$ cat config.mk
export PLATFORM = sky130hd
export DESIGN_NAME = bin_to_bcd_seq
export DESIGN_NICKNAME = d
export VERILOG_FILES = /design/src/rtl/bcd_pkg.sv /design/src/rtl/bcd_digit_adj.sv /design/src/rtl/bin_to_bcd_seq.sv
export SDC_FILE = /design/constraint.sdc
export NUM_CORES = 1
export LEC_CHECK = 0
export ABC_CLOCK_PERIOD_IN_PS = 2000
export CAP_MARGIN = 10
export CORE_ASPECT_RATIO = 1.75
export CORE_MARGIN = 4
export CORE_UTILIZATION = 45
export CTS_CLUSTER_DIAMETER = 40
export DETAILED_ROUTE_END_ITERATION = 10
export PLACE_DENSITY = 0.75
export SETUP_SLACK_MARGIN = 0.4
export SYNTH_ARGS = -nofsm -noshare
export SYNTH_HDL_FRONTEND = slang
export SYNTH_SLANG_ARGS = --single-unit
$ cat constraint.sdc
create_clock -name clk -period 2 [get_ports clk]
set_input_delay 0.4 -clock clk [delete_from_list [all_inputs] [get_ports clk]]
set_output_delay 0.4 -clock clk [all_outputs]
set_load 0.02 [all_outputs]
$ cat src/rtl/bcd_pkg.sv
// ============================================================================
// Module : bcd_pkg
// Brief  : Shared types and constants for the sequential binary-to-BCD
//          converter (FSM states, digit width, add-3 threshold).
// Rev    : 1.0 - initial release
// ============================================================================
`default_nettype none

package bcd_pkg;

    // Width of one packed BCD digit
    localparam int BCD_DIGIT_W = 4;

    // Digits at or above this value get +3 before each shift
    localparam logic [BCD_DIGIT_W-1:0] ADD3_THRESHOLD = 4'd5;

    // Converter control states
    typedef enum logic [1:0] {
        IDLE  = 2'd0,
        SHIFT = 2'd1,
        DONE  = 2'd2
    } bcd_state_t;

    // True when a BIN_W-bit input can exceed the largest DIGITS-digit value,
    // i.e. 2^bin_w > 10^digits. Compared in log10 space so that wide inputs
    // never overflow an integer; the two sides are never exactly equal for
    // positive integers, so the rounding of log10(2) cannot flip the answer.
    function automatic bit overflow_possible(input int bin_w, input int digits);
        real w_log;
        w_log = real'(bin_w) * 0.30102999566398120;
        return (w_log > real'(digits));
    endfunction

endpackage

`default_nettype wire

$ cat src/rtl/bcd_digit_adj.sv
// ============================================================================
// Module : bcd_digit_adj
// Brief  : Combinational double-dabble digit correction: adds 3 to a BCD
//          digit that is 5 or more so the following left shift carries
//          correctly into the next decimal digit.
// Rev    : 1.0 - initial release
// ============================================================================
`default_nettype none

module bcd_digit_adj
    import bcd_pkg::*;
(
    input  logic [BCD_DIGIT_W-1:0] i_digit,
    output logic [BCD_DIGIT_W-1:0] o_digit
);

    // Add 3 when the digit would reach 10 or more after doubling
    always_comb begin
        o_digit = (i_digit >= ADD3_THRESHOLD) ? (i_digit + BCD_DIGIT_W'(3)) : i_digit;
    end

endmodule

`default_nettype wire

$ cat src/rtl/bin_to_bcd_seq.sv
// ============================================================================
// Module : bin_to_bcd_seq
// Brief  : Sequential shift-and-add-3 binary-to-BCD converter with
//          valid/ready handshakes, in-line overflow detection (result is the
//          input modulo 10^DIGITS) and an optional leading-zero blank mask.
//          Optional feature macro: BIN_TO_BCD_BLANK_EN (blank mask enable).
// Rev    : 1.0 - initial release
// ============================================================================
`default_nettype none

module bin_to_bcd_seq
    import bcd_pkg::*;
#(
    parameter int BIN_WIDTH = 14,
    parameter int DIGITS    = 4
) (
    input  logic                         clk,
    input  logic                         rst_n,
    input  logic                         in_valid,
    output logic                         in_ready,
    input  logic [BIN_WIDTH-1:0]         bin_in,
    output logic                         out_valid,
    input  logic                         out_ready,
    output logic [BCD_DIGIT_W*DIGITS-1:0] bcd_out,
    output logic                         overflow,
    output logic [DIGITS-1:0]            blank
);

    localparam int  CNT_W    = $clog2(BIN_WIDTH + 1);
    localparam int  BCD_W    = BCD_DIGIT_W * DIGITS;
    localparam bit  OVF_LIVE = overflow_possible(BIN_WIDTH, DIGITS);

    localparam logic [CNT_W-1:0] c_last_iter = CNT_W'(BIN_WIDTH - 1);

    bcd_state_t         r_state;
    logic [BIN_WIDTH-1:0] r_bin;
    logic [BCD_W-1:0]   r_bcd;
    logic               r_ovf;
    logic [CNT_W-1:0]   r_cnt;
    logic               r_in_ready;
    logic               r_out_valid;
    logic [BCD_W-1:0]   r_bcd_out;
    logic               r_ovf_out;

    logic [BCD_W-1:0]     w_adj;
    logic [BCD_W-1:0]     w_bcd_next;
    logic [BIN_WIDTH-1:0] w_bin_next;
    logic                 w_shift_out;
    logic                 w_ovf_next;
    logic                 w_last_iter;

    // One add-3 corrector per decimal digit
    generate
        for (genvar g = 0; g < DIGITS; g++) begin : g_digit
            bcd_digit_adj u_adj (
                .i_digit (r_bcd[g*BCD_DIGIT_W +: BCD_DIGIT_W]),
                .o_digit (w_adj[g*BCD_DIGIT_W +: BCD_DIGIT_W])
            );
        end
    endgenerate

    // Shift {bcd, bin} left by one; the bit leaving the top digit is a
    // carry worth 10^DIGITS and is dropped, leaving the value mod 10^DIGITS
    assign w_shift_out = w_adj[BCD_W-1];
    assign w_bcd_next  = {w_adj[BCD_W-2:0], r_bin[BIN_WIDTH-1]};
    assign w_bin_next  = r_bin << 1;
    assign w_last_iter = (r_cnt == c_last_iter);

    // Overflow can only occur when the input range exceeds the digit range
    generate
        if (OVF_LIVE) begin : g_ovf_live
            assign w_ovf_next = r_ovf | w_shift_out;
        end else begin : g_ovf_const
            assign w_ovf_next = 1'b0;
        end
    endgenerate

    // Control FSM with registered handshake outputs and result capture
    always_ff @(posedge clk or negedge rst_n) begin
        if (!rst_n) begin
            r_state     <= IDLE;
            r_bin       <= '0;
            r_bcd       <= '0;
            r_ovf       <= 1'b0;
            r_cnt       <= '0;
            r_in_ready  <= 1'b1;
            r_out_valid <= 1'b0;
            r_bcd_out   <= '0;
            r_ovf_out   <= 1'b0;
        end else begin
            case (r_state)
                IDLE: begin
                    if (in_valid && r_in_ready) begin
                        r_bin      <= bin_in;
                        r_bcd      <= '0;
                        r_ovf      <= 1'b0;
                        r_cnt      <= '0;
                        r_in_ready <= 1'b0;
                        r_state    <= SHIFT;
                    end
                end
                SHIFT: begin
                    r_bin <= w_bin_next;
                    r_bcd <= w_bcd_next;
                    r_ovf <= w_ovf_next;
                    r_cnt <= r_cnt + CNT_W'(1);
                    if (w_last_iter) begin
                        r_bcd_out   <= w_bcd_next;
                        r_ovf_out   <= w_ovf_next;
                        r_out_valid <= 1'b1;
                        r_state     <= DONE;
                    end
                end
                DONE: begin
                    if (out_ready) begin
                        r_out_valid <= 1'b0;
                        r_in_ready  <= 1'b1;
                        r_state     <= IDLE;
                    end
                end
                default: begin
                    r_out_valid <= 1'b0;
                    r_in_ready  <= 1'b1;
                    r_state     <= IDLE;
                end
            endcase
        end
    end

`ifdef BIN_TO_BCD_BLANK_EN
    logic [DIGITS-1:0] w_blank_next;
    logic [DIGITS-1:0] r_blank;

    // Digit i blanks when it and every higher digit are zero; units never
    // blank, and an overflowed (truncated) result is shown in full
    always_comb begin
        logic w_hi_zero;
        w_blank_next = '0;
        w_hi_zero    = 1'b1;
        for (int i = DIGITS - 1; i >= 1; i--) begin
            w_hi_zero       = w_hi_zero & (w_bcd_next[i*BCD_DIGIT_W +: BCD_DIGIT_W] == '0);
            w_blank_next[i] = w_hi_zero & ~w_ovf_next;
        end
    end

    // Capture the mask together with the final result
    always_ff @(posedge clk or negedge rst_n) begin
        if (!rst_n) begin
            r_blank <= '0;
        end else if (r_state == SHIFT && w_last_iter) begin
            r_blank <= w_blank_next;
        end
    end

    assign blank = r_blank;
`else
    assign blank = '0;
`endif

    assign in_ready  = r_in_ready;
    assign out_valid = r_out_valid;
    assign bcd_out   = r_bcd_out;
    assign overflow  = r_ovf_out;

endmodule

`default_nettype wire

# Yosys cells after proc, flatten, opt, wreduce, memory -nomap -nowiden
# Index checks and enable logic that the tools add are counted.
# word_totals
regBits	56
inputBits	18
output_inout_bits	23
elab_cells	56
# classes
addsub	5
magnitude_cmp	4
eq_ne	6
n_mux	21
n_bitwise	3
reduce_logical	8
# ops
operator	n
one-hot mux 16 bit (2 select lines)	1
one-hot mux 14 bit (2 select lines)	1
2-to-1 mux 4 bit	5
adder 4 x 2 -> 4 bit, second input constant	4
greater-or-equal comparator 4 x 3 -> 1 bit, second input constant	4
2-to-1 mux 16 bit	1
2-to-1 mux 14 bit	1
AND reduction 3 bit	3
one-hot mux 4 bit (2 select lines)	1
2-to-1 mux 2 bit	3
!= test 2 bit, second input constant	3
one-hot mux 1 bit (3 select lines)	2
one-hot mux 2 bit (3 select lines)	1
adder 4 x 1 -> 4 bit, second input constant	1
== test 4 bit, second input constant	1
2-to-1 mux 1 bit	4
AND reduction 2 bit	2
== test 2 x 1 -> 1 bit, second input constant	1
== test 2 bit, second input constant	1
zero test 2 bit	1
inverter 1 bit	2
one-hot mux 1 bit (2 select lines)	1
nonzero test 2 bit	1
logical AND 1 bit	1
OR 1 bit	1

# Longest topological paths before layout
# Gate-level depths: netlist (run 1).
# logic_depth
word_depth	4
ltp_mapped	7
ltp_nobuf	6

# Hierarchy
# From an unflattened synthesis (run 1), not the netlist that was laid out.
# unflattened
hier_cells	246
area_unflattened_um2	2755.1
# by_module_without_submodules
module	n_inst	cells_each	area_per_inst_um2	seq_area_each_um2
bin_to_bcd_seq	1	182	2349.8	1402.6
bcd_digit_adj	4	16	101.3	0.0

# Worst setup path after synthesis (run 1)
# OpenSTA, ideal clock, no wires.
# synth_path
kind	register -> register
startpoint	register r_bcd[12]
endpoint	register r_bcd[14]
setup_ns	0.083
arrival_time_ns	1.441
required_time_ns	1.917
setup_slack_ns	0.477
path_stages_with_launch	7
path_buffers	0
synth_period_minus_slack_ns	1.523
path_cell_list	dfrtp_1 > inv_1 > ha_1 > nand2b_1 > a21oi_1 > mux2_2 > o21ai_0
# synth_via
elab_chain_len	3
word_cells_on_any_way	4
classes_between	add/sub: 1; order compare: 1; mux: 2
# synth_rtl
element	line_no	source
from (decl)	bin_to_bcd_seq.sv:37	logic [BCD_W-1:0] r_bcd;
from (signal assigned)	bin_to_bcd_seq.sv:104	r_bcd <= w_bcd_next;
adder 4 x 2 -> 4 bit or greater-or-equal comparator 4 x 3 -> 1 bit (tied branches)	bcd_digit_adj.sv:19	o_digit = (i_digit >= ADD3_THRESHOLD) ? (i_digit + BCD_DIGIT_W'(3)) : i_digit;
2-to-1 mux 4 bit (*)	bcd_digit_adj.sv:19	
one-hot mux 16 bit (2 select lines) (*)	bin_to_bcd_seq.sv:91	case (r_state)
# Every way passes the cells marked *; elsewhere a longest branch is shown, timed or not.
# A chain may end at the register's enable or synchronous reset.

# Worst setup path in the final report (run 1)
# layout_path
startpoint	register r_bcd[0]
endpoint	register r_bcd_out[2], in the netlist bcd_out[2]
# layout_via
elab_chain_len	2
word_cells_on_any_way	3
classes_between	add/sub: 1; order compare: 1; mux: 1
# layout_rtl
element	line_no	source
adder 4 x 2 -> 4 bit or greater-or-equal comparator 4 x 3 -> 1 bit (tied branches)	bcd_digit_adj.sv:19	
2-to-1 mux 4 bit (*)	bcd_digit_adj.sv:19	
to (signal assigned)	bin_to_bcd_seq.sv:108	r_bcd_out <= w_bcd_next;
to (decl)	bin_to_bcd_seq.sv:42	logic [BCD_W-1:0] r_bcd_out;
# Marked as above.

==> results of run 1 <==
==> Yosys cell counts <==
| cell type | number |
|---|---|
| and2_4 | 1 |
| nand2b_1 | 5 |
| and3_1 | 1 |
| xor2_1 | 1 |
| mux2_2 | 1 |
| inv_1 | 10 |
| nor3_1 | 4 |
| conb_1 | 1 |
| buf_4 | 8 |
| o21ai_0 | 47 |
| dfrtp_1 | 55 |
| ha_1 | 10 |
| a22oi_1 | 1 |
| mux2_4 | 3 |
| buf_2 | 5 |
| nand3_1 | 5 |
| nand2_1 | 49 |
| clkbuf_1 | 2 |
| a22o_1 | 5 |
| nor2_1 | 5 |
| a21oi_1 | 16 |
| nor3b_1 | 8 |
| a21o_1 | 1 |
| o31ai_1 | 2 |
| xnor2_1 | 4 |
| buf_6 | 2 |
| o22a_1 | 1 |
| mux2i_1 | 17 |
| nor2b_1 | 1 |
| dfstp_2 | 1 |
==> critical path, delay by kind of cell, from the launching register on <==
family          cells  cell delay [ns]
flops               1             0.44
fa+ha+maj           1             0.21
compound gates      1             0.22
mux                 2             0.46
simple gates        1             0.16
==> sequential cells by signal, indices dropped and copies added (netlist names) <==
register / flops
r_bcd: 16
bcd_out: 16
in_ready: 1
overflow: 1
r_ovf: 1
r_state: 2
r_bin: 14
r_cnt: 4
out_valid: 1
==> kinds of logic after synthesis <==
logic type                 after synthesis
muxes                                   21
other                                    1
adders and majority gates               10
and+or+nand+nor                         79
xor gates and xnor gates                 5
DFF                                     56
AOI/OAI and AO/OA                       73
buffers and inverters                   27
==> metrics by stage <==
stage / utilization, % / hold WS (ns)
6_report: 56.16 / 0.06607
5_1_grt: 56.16 / 0.07821
4_1_cts: 54.82 / 0.07615
3_5_place_dp: 53.39 / 0.4213
3_3_place_gp: 53.39 / 0.4210
2_1_floorplan: - / 0.1044
==> path summary, 6_finish.rpt <==
check | from | to | slack, ns
min reg2reg | bcd_out[5]$_DFFE_PN0P_ | bcd_out[5]$_DFFE_PN0P_ | 0.48
max | r_bcd[0]$_DFFE_PN0P_ | bcd_out[2]$_DFFE_PN0P_ | 0.45
max reg2reg | r_bcd[0]$_DFFE_PN0P_ | bcd_out[2]$_DFFE_PN0P_ | 0.45
min | rst_n | bcd_out[14]$_DFFE_PN0P_ | 0.07
min in group clk | bcd_out[5]$_DFFE_PN0P_ | bcd_out[5]$_DFFE_PN0P_ | 0.48
max in group asynchronous | rst_n | in_ready$_DFFE_PN1P_ | 1.65
==> repair_timing <==
action / in CTS / in global routing
hold buffers: 0 / 0
gates resized for setup: 26 / 23
buffers inserted: 1 / 2
endpoints found under the setup margin: 28 / 38
pin swaps: 1 / 4
==> per-layer routing <==
| layer | vias to the layer above | GRT usage [%] | share of wire, % |
|---|---|---|---|
| met5 | - | 0 | 0 |
| met1 | 948 | 18.52 | 40 |
| met2 | 31 | 24.87 | 54 |
| met4 | 0 | 5.427 | 1.9 |
| li1 | 995 | - | - |
| met3 | 8 | 3.245 | 3.8 |
==> area by class of cell <==
class	count	area (um2)
multi-input combinational	192	1257
tap	78	97.59
timing repair buffer	44	429.2
fill	543	2577
clock inverter	1	5.005
clock buffer	6	72.57
sequential	56	1403
inverter	10	37.54
==> power groups by stage <==
stage          Combinational [mW]  Clock (mW)  Sequential (mW)
2_1_floorplan                1.43           0             1.97
3_3_place_gp                 2.03           0             1.89
3_5_place_dp                 2.10           0             1.92
4_1_cts                      2.09       0.602             1.90
5_1_grt                      2.55       0.642             1.99
6_report                     2.28       0.583             1.91
==> flow_metrics.tcl, run 1 <==
set metrics [dict create \
    swShare_pct 40.23 \
    die_h_um 110.7 \
    fin_ws_ns 0.4487 \
    muxShareOfSynthArea_pct 8.349 \
    pwr-share-seq_pct 40.0 \
    wirelength_mm 5.144 \
    synth_area_um2 2713 \
    clock-sinks 56 \
    grt_usage_pct 14.91 \
    grt_max_degree 57 \
    layout.nets 337 \
    p_int_mw 2.856 \
    final-hold-violation-count 0 \
    synth-simple-area-share_pct 13.28 \
    post-route-period-util_pct 77.56 \
    port_buffers 36 \
    power_density_nw_per_um2 1447 \
    slowest_stage "dfrtp_1" \
    tritoncts "built" \
    via_per_inst 5.121 \
    startpoint_type "register" \
    drtPass1Iterations 4 \
    dieWidth_um 66.69 \
    p_comb_share_pct 47.8 \
    avgSynthCellArea_um2 9.973 \
    final.min_clock_period_ns 1.551 \
    dp_slack_ns 0.3257 \
    yosys-top-cells-area "dfrtp_1, o21ai_0, nand2_1" \
    rows 37 \
    final_common_cell "dfrtp_1" \
    ir_drop_uv 723.3 \
    grt_pass1_vias 1863 \
    area_growth_pct 21.73 \
    final_cell_mix "dfrtp_1, nand2_1, o21ai_0" \
    clock_latency_ns 0.31 \
    arrival_ns 1.80 \
    final_cells 387 \
    ant_nets 0 \
    dp.final_hpwl_mm 3.603 \
    hold_path_class "in -> async" \
    synth_xor_area_share_pct 1.614 \
    core_um2 5879 \
    clk_pin_slew_ns 0.09 \
    synthCells 272 \
    final_area_um2 3302 \
    setup_tns_ns 0 \
    dr.first_iter.drc_count 50 \
    yosysWarningCount 0 \
    critPathMaxStageDelay_ns 0.44 \
    layout-drive-gt1-share_pct 13.59 \
    synth_cell_types 30 \
    boundaryPins 41 \
    cp_cell_sequence "ha_1, nand2b_1, a21oi_2, mux2i_2, mux2_4" \
    wire_per_inst_um 13.29 \
    n_antenna_cell 0 \
    fin_skew_ns 0.01274 \
    synth_top_area_cell "dfrtp_1" \
    net-switching-power_mw 1.922 \
    clkPwrFrac_pct 12.2 \
    ys_ff_latch 56 \
    setup_viol 0 \
    htreeDepth 2 \
    cp_max_fo 4 \
    leakage_nw 1.543 \
    dp.cells 377 \
    outcome "completed" \
    maxCapViolations 0 \
    crit_type "reg -> reg" \
    synth_top_family_by_area "compound AO/OA/AOI/OAI gates" \
    cts_root_buf "clkbuf_8" \
    antenna_found_initial 0 \
    synth_fa_ha_area_share_pct 4.613 \
    dpl_cell_area_um2 3139 \
    cts-buffers-inserted 5 \
    gp_congestion 0.7660 \
    synth-compound-area-share_pct 14.67 \
    fmax_mhz 644.6 \
    rsz0062_at_grt "true" \
    die_area_um2 7383 \
    slew_violations 0 \
    vias 1982 \
    synth_top_area_share_pct 50.74 \
    cp.required_ns 2.24 \
    grt_pass1_wl_mm 8.645 \
    finalPower_mw 4.779 \
    yosysSeqAreaShare_pct 51.71 \
    crit_path_end_kind "register" \
    reg2reg_depth 5 \
    start_util_pct 46.14 \
    clock_path_buffers 2 \
    grt_overflow_total 0 \
    drc 0 \
]
Power figures use the tool's default switching activity.
==> run 2, diff against run 1 <==
- ABC_CLOCK_PERIOD_IN_PS: 2000 -> 1400
- PLACE_DENSITY: 0.75 -> 0.78
- clock period: 2 -> 1.4 ns (I/O delays scaled with it)
==> flow_metrics.tcl, run 2 (synthesis results as in run 1) <==
set metrics [dict create \
    antenna_found_initial 0 \
    fin_skew_ns 0.009601 \
    final.min_clock_period_ns 1.502 \
    clock_path_buffers 2 \
    area_growth_pct 65.59 \
    grtUsageMet2_pct 35.68 \
    grt_overflow_total 0 \
    layout-drive-gt1-share_pct 56.18 \
    rsz0062_at_grt "true" \
    clock_latency_ns 0.31 \
    grt_pass1_vias 2444 \
    setup_viol 25 \
    start_util_pct 46.14 \
    cts_root_buf "clkbuf_8" \
    dp.cells 401 \
    gp_congestion 0.8028 \
    crit_path_end_kind "register" \
    seq_area_um2 1403 \
    startpoint "r_cnt[1]$_DFFE_PN0P_" \
    arrival_ns 1.70 \
    leakage_nw 2.087 \
    tritoncts "built" \
    post-route-period-util_pct 107.3 \
    via_per_inst 5.331 \
    wire_per_inst_um 17.32 \
    core_um2 5879 \
    drc 0 \
    cp_cell_sequence "inv_1, ha_2, and3_4, and2_4, mux2_4" \
    n_fill_cell 368 \
    final_common_cell "dfrtp_1" \
    cp_max_fo 5 \
    worst_path_dominant_cell_family "simple AND/OR/NAND/NOR gates" \
    worst_r2r_startpoint "r_cnt[1]$_DFFE_PN0P_" \
    vias 2399 \
    ant_nets 0 \
    n_antenna_cell 0 \
    finalPower_mw 10.37 \
    grt_max_degree 57 \
    dieWidth_um 66.69 \
    crit_buf_inv 1 \
    layout.nets 399 \
    slew_violations 0 \
    final_cells 450 \
    slowest_stage "dfrtp_1" \
    outcome "finished, violations left" \
    drtPass1Iterations 4 \
    grtUsageMet1_pct 20.01 \
    final_cell_mix "dfrtp_1, buf_4, buf_6" \
    fin_ws_ns -0.1021 \
    dr.first_iter.drc_count 128 \
    critPathMaxStageDelay_ns 0.39 \
    crit_type "reg -> reg" \
    busiest_layer "met2" \
    multi_input_area_um2 1740 \
    ir_drop_uv 1592 \
    rows 37 \
    setup_tns_ns -1.452 \
    die_h_um 110.7 \
    die_area_um2 7383 \
    violations "setup timing" \
    use_met3_pct 2.738 \
    dpl_cell_area_um2 3471 \
    htreeDepth 2 \
    maxCapViolations 0 \
    boundaryPins 41 \
    cts-buffers-inserted 5 \
    cp.required_ns 1.60 \
    port_buffers 36 \
    power_density_nw_per_um2 2308 \
    grt_pass1_wl_mm 10.98 \
    dp.final_hpwl_mm 4.072 \
    grt_usage_pct 19.14 \
    startpoint_type "register" \
    final-hold-violation-count 0 \
    wirelength_mm 7.793 \
    clk_pin_slew_ns 0.10 \
    hold_path_class "in -> async" \
    clock-sinks 56 \
    fmax_mhz 665.7 \
    final_area_um2 4492 \
]
==> run 2: cell types whose count changed in the layout (fill, tap and decap cells not counted), sizes merged <==
cell / change
dlygate4sd3: +1
buf: +78
clkinv: -1
dlygate4sd2: -18
clkbuf: +3
==> run 2: path summary, 6_finish.rpt <==
path | end | slack (ns) | depth (start not counted)
max | bcd_out[2]$_DFFE_PN0P_ | -0.10 | 5
min | bcd_out[5]$_DFFE_PN0P_ | 0.48 | 3
max reg2reg | bcd_out[2]$_DFFE_PN0P_ | -0.10 | 5
min reg2reg | r_bin[12]$_DFFE_PN0P_ | 0.51 | 2
max in group asynchronous | in_ready$_DFFE_PN1P_ | 0.61 | 3
min in group clk | r_bin[12]$_DFFE_PN0P_ | 0.51 | 2
==> run 2: cell type report <==
type | count | share of cell area (%)
clock buffers | 8 | 2.228
repair buffers | 106 | 24.79
flip-flops and latches | 56 | 31.23
multi-input cells | 192 | 38.75
well taps | 78 | 2.173
inverters | 10 | 0.8357
==> run 2: per-stage QoR <==
stage	hold slack, ns	setup WS, ns	utilization, %
after floorplan	-0.01559	-0.01956	-
after global placement	0.2960	-0.1574	59.03
after detailed placement	0.3025	-0.1746	59.03
after CTS	0.5003	-0.03439	68.89
after global routing	0.5256	-0.1565	76.40
final	0.4757	-0.1021	76.40
==> run 2: worst reg2reg max path, stage by stage, from the launching register on <==
cell	delay [ns]
dfrtp_1	0.39
inv_1	0.06
ha_2	0.18
and3_4	0.23
and2_4	0.22
mux2_4	0.31
==> run 2: per-layer routing <==
layer  wire length [um]  vias up  part of all wire (%)
met5                  0        -                     0
met4                294        0                   3.8
met3                264       17                   3.4
met2               4493       63                    58
met1               2741     1194                    35
li1                   -     1125                     -
==> run 2: repair_timing <==
item,4_1_cts,5_1_grt
setup buffers,15,19
hold buffers,1,0
endpoints found under the setup margin,75,75
pin swaps,8,18
endpoints found under the hold margin,55,0
gates resized for setup,189,67
gates cloned,3,3
==> run 2: power by group <==
group          internal [mW]  leakage [nW]  switching [mW]
clock                  0.453        0.0515           0.513
combinational           3.46          1.32            2.97
sequential              2.23         0.716           0.735
